==> config.mk <==
export PLATFORM = sky130hd
export DESIGN_NAME = imem_loader
export DESIGN_NICKNAME = d
export VERILOG_FILES = /design/src/rtl/imem_loader_pkg.sv /design/src/rtl/imem_loader_asm.sv /design/src/rtl/imem_loader.sv
export SDC_FILE = /design/constraint.sdc
export NUM_CORES = 1
export LEC_CHECK = 0
export BUFFER_PORTS_ARGS = -buffer_cell sky130_fd_sc_hd__buf_2
export CAP_MARGIN = 30
export CORE_MARGIN = 2
export CORE_UTILIZATION = 55
export DETAILED_ROUTE_END_ITERATION = 12
export GPL_TIMING_DRIVEN = 0
export PLACE_DENSITY = 0.77
export SYNTH_ARGS = -nofsm -noshare
export SYNTH_HDL_FRONTEND = slang
export SYNTH_SLANG_ARGS = --single-unit
==> constraint.sdc <==
create_clock -name clk -period 4.84 [get_ports clk]
set_clock_uncertainty 0.15 [all_clocks]
set_input_delay 0.484 -clock clk [delete_from_list [all_inputs] [get_ports clk]]
set_output_delay 0.484 -clock clk [all_outputs]
set_load 0.02 [all_outputs]
==> src/rtl/imem_loader_pkg.sv <==
// Shared definitions for the instruction-memory boot loader.
// The optional IMEM_LOADER_CHECKSUM_EN build uses the CHK state.
package imem_loader_pkg;

    typedef enum logic [2:0] {
        HDR_LO = 3'd0,
        HDR_HI = 3'd1,
        DAT_LO = 3'd2,
        DAT_HI = 3'd3,
        CHK    = 3'd4,
        DONE   = 3'd5,
        ERROR  = 3'd6
    } state_t;

    localparam int INSTR_W   = 16;
    localparam int PC_STRIDE = 2;

endpackage

==> src/rtl/imem_loader_asm.sv <==
// Byte-to-word assembler: latches the low byte and emits a registered
// one-cycle word-valid pulse with the little-endian word {hi, lo}.
module imem_loader_asm
    import imem_loader_pkg::*;
(
    input  logic               clk,
    input  logic               reset,
    input  logic               lo_en,
    input  logic               hi_en,
    input  logic [7:0]         in_byte,
    output logic [7:0]         lo_q,
    output logic               word_vld,
    output logic [INSTR_W-1:0] word
);

    // Low-byte latch, word register and the one-cycle valid pulse
    always_ff @(posedge clk) begin
        if (reset) begin
            lo_q     <= '0;
            word_vld <= 1'b0;
            word     <= '0;
        end else begin
            word_vld <= hi_en;
            if (lo_en) lo_q <= in_byte;
            if (hi_en) word <= {in_byte, lo_q};
        end
    end

endmodule

==> src/rtl/imem_loader.sv <==
// Boot-time instruction-memory loader: parses a little-endian word count
// and data stream, writes words at stride 2, and holds the CPU in reset
// until the image is in memory. Define IMEM_LOADER_CHECKSUM_EN to require
// a trailing XOR checksum byte.
module imem_loader
    import imem_loader_pkg::*;
#(
    parameter int                ADDR_W    = 16,
    parameter logic [ADDR_W-1:0] BASE_ADDR = '0,
    parameter int                MAX_WORDS = 256
) (
    input  logic              clk,
    input  logic              reset,
    input  logic              in_valid,
    input  logic [7:0]        in_byte,
    output logic              in_ready,
    input  logic              rearm,
    output logic              imem_we,
    output logic [ADDR_W-1:0] imem_addr,
    output logic [15:0]       imem_wdata,
    output logic              cpu_hold,
    output logic              done,
    output logic              error,
    output logic [15:0]       words_written
);

    localparam logic [15:0]       MAX_N  = 16'(MAX_WORDS);
    localparam logic [ADDR_W-1:0] STRIDE = ADDR_W'(PC_STRIDE);

    state_t      state;
    logic [15:0] n_words;
    logic [15:0] word_idx;
    logic [7:0]  lo_q;
    logic [15:0] hdr_n;
    logic        xfer;
    logic        word_vld;
`ifdef IMEM_LOADER_CHECKSUM_EN
    logic [7:0]  csum;
`endif

    // Ready is a pure decode of the state so it never depends on in_valid
    assign in_ready = (state == HDR_LO) || (state == HDR_HI) || (state == DAT_LO) ||
                      (state == DAT_HI) || (state == CHK);
    assign xfer     = in_valid && in_ready;
    assign hdr_n    = {in_byte, lo_q};
    assign imem_we  = word_vld;

    imem_loader_asm u_asm (
        .clk      (clk),
        .reset    (reset),
        .lo_en    (xfer && (state == HDR_LO || state == DAT_LO)),
        .hi_en    (xfer && (state == DAT_HI)),
        .in_byte  (in_byte),
        .lo_q     (lo_q),
        .word_vld (word_vld),
        .word     (imem_wdata)
    );

    // Load FSM with address/word counters; rearm overrides the post-write bump
    always_ff @(posedge clk) begin
        if (reset) begin
            state         <= HDR_LO;
            cpu_hold      <= 1'b1;
            imem_addr     <= BASE_ADDR;
            done          <= 1'b0;
            error         <= 1'b0;
            words_written <= '0;
            n_words       <= '0;
            word_idx      <= '0;
`ifdef IMEM_LOADER_CHECKSUM_EN
            csum          <= '0;
`endif
        end else begin
            // Address/count advance the cycle after the strobe
            if (word_vld) begin
                imem_addr     <= imem_addr + STRIDE;
                words_written <= words_written + 16'd1;
            end
`ifdef IMEM_LOADER_CHECKSUM_EN
            if (xfer && state != CHK) csum <= csum ^ in_byte;
`endif
            case (state)
                HDR_LO: if (xfer) state <= HDR_HI;
                HDR_HI: if (xfer) begin
                    n_words  <= hdr_n;
                    word_idx <= '0;
                    if (hdr_n == 16'd0) begin
                        state    <= DONE;
                        done     <= 1'b1;
                        cpu_hold <= 1'b0;
                    end else if (hdr_n > MAX_N) begin
                        state <= ERROR;
                        error <= 1'b1;
                    end else begin
                        state <= DAT_LO;
                    end
                end
                DAT_LO: if (xfer) state <= DAT_HI;
                DAT_HI: if (xfer) begin
                    word_idx <= word_idx + 16'd1;
                    if (word_idx == n_words - 16'd1) begin
`ifdef IMEM_LOADER_CHECKSUM_EN
                        state <= CHK;
`else
                        // Release lands in the same cycle as the final strobe
                        state    <= DONE;
                        done     <= 1'b1;
                        cpu_hold <= 1'b0;
`endif
                    end else begin
                        state <= DAT_LO;
                    end
                end
`ifdef IMEM_LOADER_CHECKSUM_EN
                CHK: if (xfer) begin
                    if (in_byte == csum) begin
                        state    <= DONE;
                        done     <= 1'b1;
                        cpu_hold <= 1'b0;
                    end else begin
                        state <= ERROR;
                        error <= 1'b1;
                    end
                end
`endif
                DONE, ERROR: if (rearm) begin
                    state         <= HDR_LO;
                    done          <= 1'b0;
                    error         <= 1'b0;
                    words_written <= '0;
                    imem_addr     <= BASE_ADDR;
                    cpu_hold      <= 1'b1;
`ifdef IMEM_LOADER_CHECKSUM_EN
                    csum          <= '0;
`endif
                end
                default: state <= HDR_LO;
            endcase
        end
    end

endmodule

==> results of run 1 <==
path summary, 6_finish.rpt:
check                                to  depth (start not counted)
max               cpu_hold$_SDFFE_PP1P_                          9
min            n_words[10]$_SDFFE_PP0P_                          3
max reg2reg       cpu_hold$_SDFFE_PP1P_                          9
min reg2reg  u_asm.word[6]$_SDFFE_PP0P_                          2
routing by layer:
layer / share of wire / wire length (um) / vias to the layer above / GRT usage
li1: - / - / 2057 / -
met5: 0 / 0 / - / 0
met1: 0.46 / 4820 / 1923 / 0.326
met4: 0.020 / 204 / 0 / 0.0930
met3: 0.039 / 411 / 18 / 0.0337
met2: 0.48 / 5000 / 105 / 0.410
report_power, final:
| part | leakage [nW] | switching (mW) | total [mW] | internal, mW |
|---|---|---|---|---|
| combinational | 1.17 | 0.0777 | 0.124 | 0.0461 |
| clock | 0.109 | 0.300 | 0.551 | 0.251 |
| sequential | 0.760 | 0.0133 | 0.799 | 0.786 |
stage by stage:
stage	hold WS, ns	std cells	util	cell area [um^2]	power (mW)
2_1_floorplan	0.298	554	-	4450	0.903
3_3_place_gp	0.290	718	0.630	4890	0.936
3_5_place_dp	0.299	718	0.630	4890	0.939
4_1_cts	0.231	734	0.657	5100	1.48
5_1_grt	0.246	734	0.657	5100	1.53
6_report	0.237	734	0.657	5100	1.47
cell usage in the layout, fill, tap and decap left out, types with 3 or more instances in the layout:
cell type,instances
nand3_1,16
nand4_1,10
nor2b_1,4
or4_1,4
ha_1,4
buf_2,65
a21o_1,3
o21ai_0,26
xnor2_1,16
and3_1,8
xor2_1,30
a22oi_1,6
clkbuf_8,9
a21oi_1,51
nand2b_1,5
nor4_1,7
o21a_1,4
nand2_1,93
nor4b_1,3
dfxtp_1,94
mux2i_1,11
inv_1,6
a31oi_1,3
o211ai_1,3
nor2_1,60
nand4b_1,3
or2_2,3
clkbuf_1,29
or3_1,7
nor3_1,12
cell families after synthesis:
logic type	after synthesis	share of synthesized area
AND/OR/NAND/NOR	247	0.266
AO/OA/AOI/OAI	110	0.145
flip-flops	94	0.422
XOR/XNOR	46	0.0904
buffers and inverters	39	0.0345
multiplexers	13	0.0298
adder cells (fa/ha/maj)	4	0.0112
other	1	0.000842
area by class of cell:
type	count	area, um^2	share of cell area
inverter	6	22.5	0.00441
sequential	94	1880	0.369
buffer	33	131	0.0257
multi-input combinational	421	2420	0.474
clock buffer	9	124	0.0243
tap	102	128	0.0250
timing repair buffer	62	310	0.0608
clock inverter	7	88.8	0.0174
flip-flops by register name, summed over array words and instances, names as in the netlist:
name and count:
cpu_hold 1, done 1, error 1, imem_addr 15
n_words 16, state 3, u_asm.lo_q 8, u_asm.word 16
u_asm.word_vld 1, word_idx 16, words_written 16
critical path, cell delays in order, from the launching register on:
cell	delay [ns]
dfxtp_1	0.40
inv_1	0.10
ha_1	0.26
or3b_2	0.51
nor4_1	0.33
o311a_1	0.24
o211ai_1	0.14
nor4_4	0.41
nor4b_2	0.12
o32a_1	0.29
==> results.yml, run 1 <==
logic_synthesis:
  synth-edff-count: 0
  syn_area_mm2: 0.00445
  yosysTopAreaCell: "dfxtp_1"
  postSynthAreaPerCell_um2: 8.04
  synth_seq_area_share: 0.422
  synth_seq_cells: 94
  synthesis.nets: 570
  synth_ff_type: "dfxtp_1"
  synth_top_area_frac: 0.422
  async_reset_ff_frac: 0
  synthTopCellsByCount: "dfxtp_1 (94), nand2_1 (93), nor2_1 (60)"
  ys.warnings.count: 0
  ys_types: 52
  post-synth-top-count-cell: "dfxtp_1"
  syn-instance-count: 554
  synthTopCellsByArea: "dfxtp_1 (42%), nand2_1 (7.8%), xor2_1 (5.9%)"
power_and_ir_drop:
  p_leak_nw: 2.04
  power_density_mw_per_mm2: 289
  ir_worst_vdd_v: 0.000215
critical_path:
  ff2ff_setup_slack_ns: 1.80
  r2r-start: "n_words[0]$_SDFFE_PP0P_"
  startpoint: "n_words[0]$_SDFFE_PP0P_"
  crit_type: "flip-flop to flip-flop"
  critPathLaunchType: "flip-flop"
  endpoint_kind: "flip-flop"
  crit_fanout: 6
  cp.required_ns: 4.96
  worst_ep_arrival_time_ns: 3.16
route:
  drt.antenna.violating_nets: 0
  wl_per_cell_um: 14.2
  drt-initial-drc-count: 233
  viasPerCell: 5.59
  wl_um: 10400
  dr_total_vias: 4103
  drc: 0
  drtPass1Iterations: 5
sta:
  max_freq_mhz: 329
  rsz0062_at_grt: "no"
  final.period_utilization: 0.627
  relSlewSlack: 0.449
  slew_violations: 0
  fin_ws_ns: 1.80
  finalHoldViolations: 0
  period_needed_ns: 3.04
  setup_violations: 0
  setup_tns_ns: 0
  tightest_slew_ns: 0.824
floorplan:
  core_area_mm2: 0.00777
  start_util: 0.573
  die_area_mm2: 0.00883
  fp.dieH_um: 94.0
  die_w_um: 94.0
  num_rows: 32
  boundaryPins: 65
global_routing:
  grt_pass1_vias: 3725
  grt_max_degree: 19
  grt_antenna_before_repair: 0
  gr-usage-all-layers: 0.247
  grt_pass1_wl_um: 17500
  grt_overflow: 0
clock_tree:
  clk_path_buf_depth: 2
  post_cts_resized: 0
  clkTransAtPathRegs_ns: 0.11
  clkSinkCount: 94
  insertion_delay_ns: 0.37
  cts_buffers: 9
  cts_tree: "built"
  ctsHtreeMaxLevel: 3
  post_cts_buffers: 0
  cts.hold.buffers_added: 0
  root_buffer: "clkbuf_8"
final_layout:
  antenna_cells: 0
  fillers: 684
  nets: 643
  area_growth_pct: 14.6
  drive_gt1_frac: 0.144
placed_design:
  io_buffers: 62
  place_congestion: 0.878
  place_ws_ns: 1.82
  hpwlAfterDp_um: 7670
worst_hold_path:
  hp-start: "in_byte[2]"
  hold_path.class: "input port to flip-flop"
flow_run:
  maxCapViolCount: 0
run_status:
  status: "finished clean"
No activity file was read; power rests on OpenSTA's default activity.
==> run 2: changes to the inputs <==
Clock period 4.84 ns to 2.9 ns, I/O delays scaled along.
==> results.yml, run 2 (same netlist as run 1, synthesis figures left out) <==
run_status:
  status: "finished clean"
final_layout:
  area_growth_pct: 15.2
  fin_area_mm2: 0.00513
  nets: 644
  drive_gt1_frac: 0.150
  final_cell_mix: "nand2_1 (93), dfxtp_1 (93), buf_2 (65)"
  fin_util: 0.661
  multi_input_area_mm2: 0.00244
  antenna_cells: 0
  regArea_mm2: 0.00188
  fillers: 678
clock_tree:
  clkSinkCount: 94
  clkTransAtPathRegs_ns: 0.11
  clk_path_buf_depth: 2
  cts.hold.buffers_added: 0
  insertion_delay_ns: 0.37
  cts_buffers: 9
  cts_tree: "built"
  root_buffer: "clkbuf_8"
  ctsHtreeMaxLevel: 3
global_routing:
  grt_pass1_vias: 3715
  gr-usage-all-layers: 0.247
  grt_pass1_wl_um: 17600
  grt_overflow: 0
  grt_max_degree: 19
  grt_antenna_before_repair: 0
placed_design:
  place_ws_ns: -0.117
  hpwlAfterDp_um: 7670
  io_buffers: 62
  dpl_cell_area_mm2: 0.00489
  place_congestion: 0.878
critical_path:
  cpMostUsedCell: "nor4_4"
  crit_type: "flip-flop to flip-flop"
  slowest_delay_ns: 0.52
  worst_ep_arrival_time_ns: 2.96
  cpMaxStageDelayCell: "or3b_2"
  endpoint_kind: "flip-flop"
  crit_fanout: 6
  cp.required_ns: 3.02
  critPathLaunchType: "flip-flop"
  path_cells: "inv_1 > ha_2 > or3b_2 > nor4_4 > o311a_1 > o211ai_1 > nor4_4 > nor4b_2 > o32a_1"
sta:
  final.period_utilization: 0.978
  whs_ns: 0.0398
  max_freq_mhz: 353
  rsz0062_at_grt: "no"
  period_needed_ns: 2.84
  fin_ws_ns: 0.0636
  slew_violations: 0
  setup_violations: 0
  tightest_slew_ns: 0.832
  relSlewSlack: 0.443
  finalHoldViolations: 0
floorplan:
  fp.dieH_um: 94.0
  boundaryPins: 65
  die_area_mm2: 0.00883
  start_util: 0.573
  core_area_mm2: 0.00777
  die_w_um: 94.0
  num_rows: 32
power_and_ir_drop:
  power_density_mw_per_mm2: 481
  p_int_mw: 1.81
  p_clk_frac: 0.373
  p_switching_uw: 660
  p_leak_nw: 2.05
  combPwrFrac: 0.087
  ir_worst_vdd_v: 0.000361
  pwr-share-seq: 0.540
  switching_share: 0.267
route:
  drt-initial-drc-count: 272
  dr_total_vias: 4135
  wl_um: 10600
  drtPass1Iterations: 5
  viasPerCell: 5.63
  drt.antenna.violating_nets: 0
  drc: 0
  wl_per_cell_um: 14.4
worst_hold_path:
  hold_path.class: "input port to flip-flop"
flow_run:
  maxCapViolCount: 0
==> run 2: cell types whose count changed in the layout (fill, tap and decap cells not counted) <==
cell / before / now
nor4_1: 7 / 6
ha_1: 4 / 3
dfxtp_2: 0 / 1
ha_2: 0 / 1
buf_4: 1 / 2
dfxtp_1: 94 / 93
nor4_4: 1 / 2
==> run 2: worst max-delay path: cells and delay by family, from the launching register on <==
| kind | cells | cell delay [ns] |
|---|---|---|
| buffers and inverters | 1 | 0.08 |
| AOI/OAI and AO/OA | 3 | 0.63 |
| DFF | 1 | 0.37 |
| adders and majority gates | 1 | 0.23 |
| and+or+nand+nor | 4 | 1.28 |
==> run 2: worst paths after layout <==
path,startpoint,endpoint,slack [ns],cells after the start
worst min-delay path,in_byte[2],n_words[10]$_SDFFE_PP0P_,0.04,3
worst max register to register,n_words[0]$_SDFFE_PP0P_,cpu_hold$_SDFFE_PP1P_,0.06,9
worst min register to register,u_asm.word[6]$_SDFFE_PP0P_,u_asm.word[6]$_SDFFE_PP0P_,0.31,2
worst max-delay path,n_words[0]$_SDFFE_PP0P_,cpu_hold$_SDFFE_PP1P_,0.06,9
==> run 2: layout make-up <==
cell class	instances	area share
Timing Repair Buffer	63	0.0619
Multi-Input combinational cell	421	0.475
Tap cell	102	0.0249
Clock buffer	9	0.0241
Clock inverter	7	0.0173
Inverter	6	0.00439
Buffer	33	0.0256
Sequential cell	94	0.367
==> run 2: power groups by stage <==
stage	Sequential, mW	Combinational, mW	Clock (mW)
floorplan	1.36	0.146	0
global placement	1.36	0.200	0
detailed placement	1.36	0.204	0
CTS	1.33	0.206	0.930
global route	1.34	0.236	0.981
finish	1.33	0.214	0.922
==> run 2: routing by layer <==
layer	up-vias	global-route usage	share of wire	wire length [um]
li1	2058	-	-	-
met1	1940	0.328	0.46	4850
met2	121	0.411	0.48	5130
met3	16	0.0337	0.041	437
met4	0	0.0930	0.018	187
met5	-	0	0	0
==> run 2: through the flow <==
stage	power, mW	instances	setup TNS (ns)
global placement	1.56	718	-0.0563
finish	2.47	735	0
global route	2.55	735	0
CTS	2.47	735	0
detailed placement	1.57	718	-0.176
floorplan	1.51	554	0
==> run 2: what timing repair did <==
item	4_1_cts	5_1_grt
resized for setup	0	4
setup endpoints to repair	3	5
gates cloned	0	0
buffers inserted	1	0
pin swaps	1	1
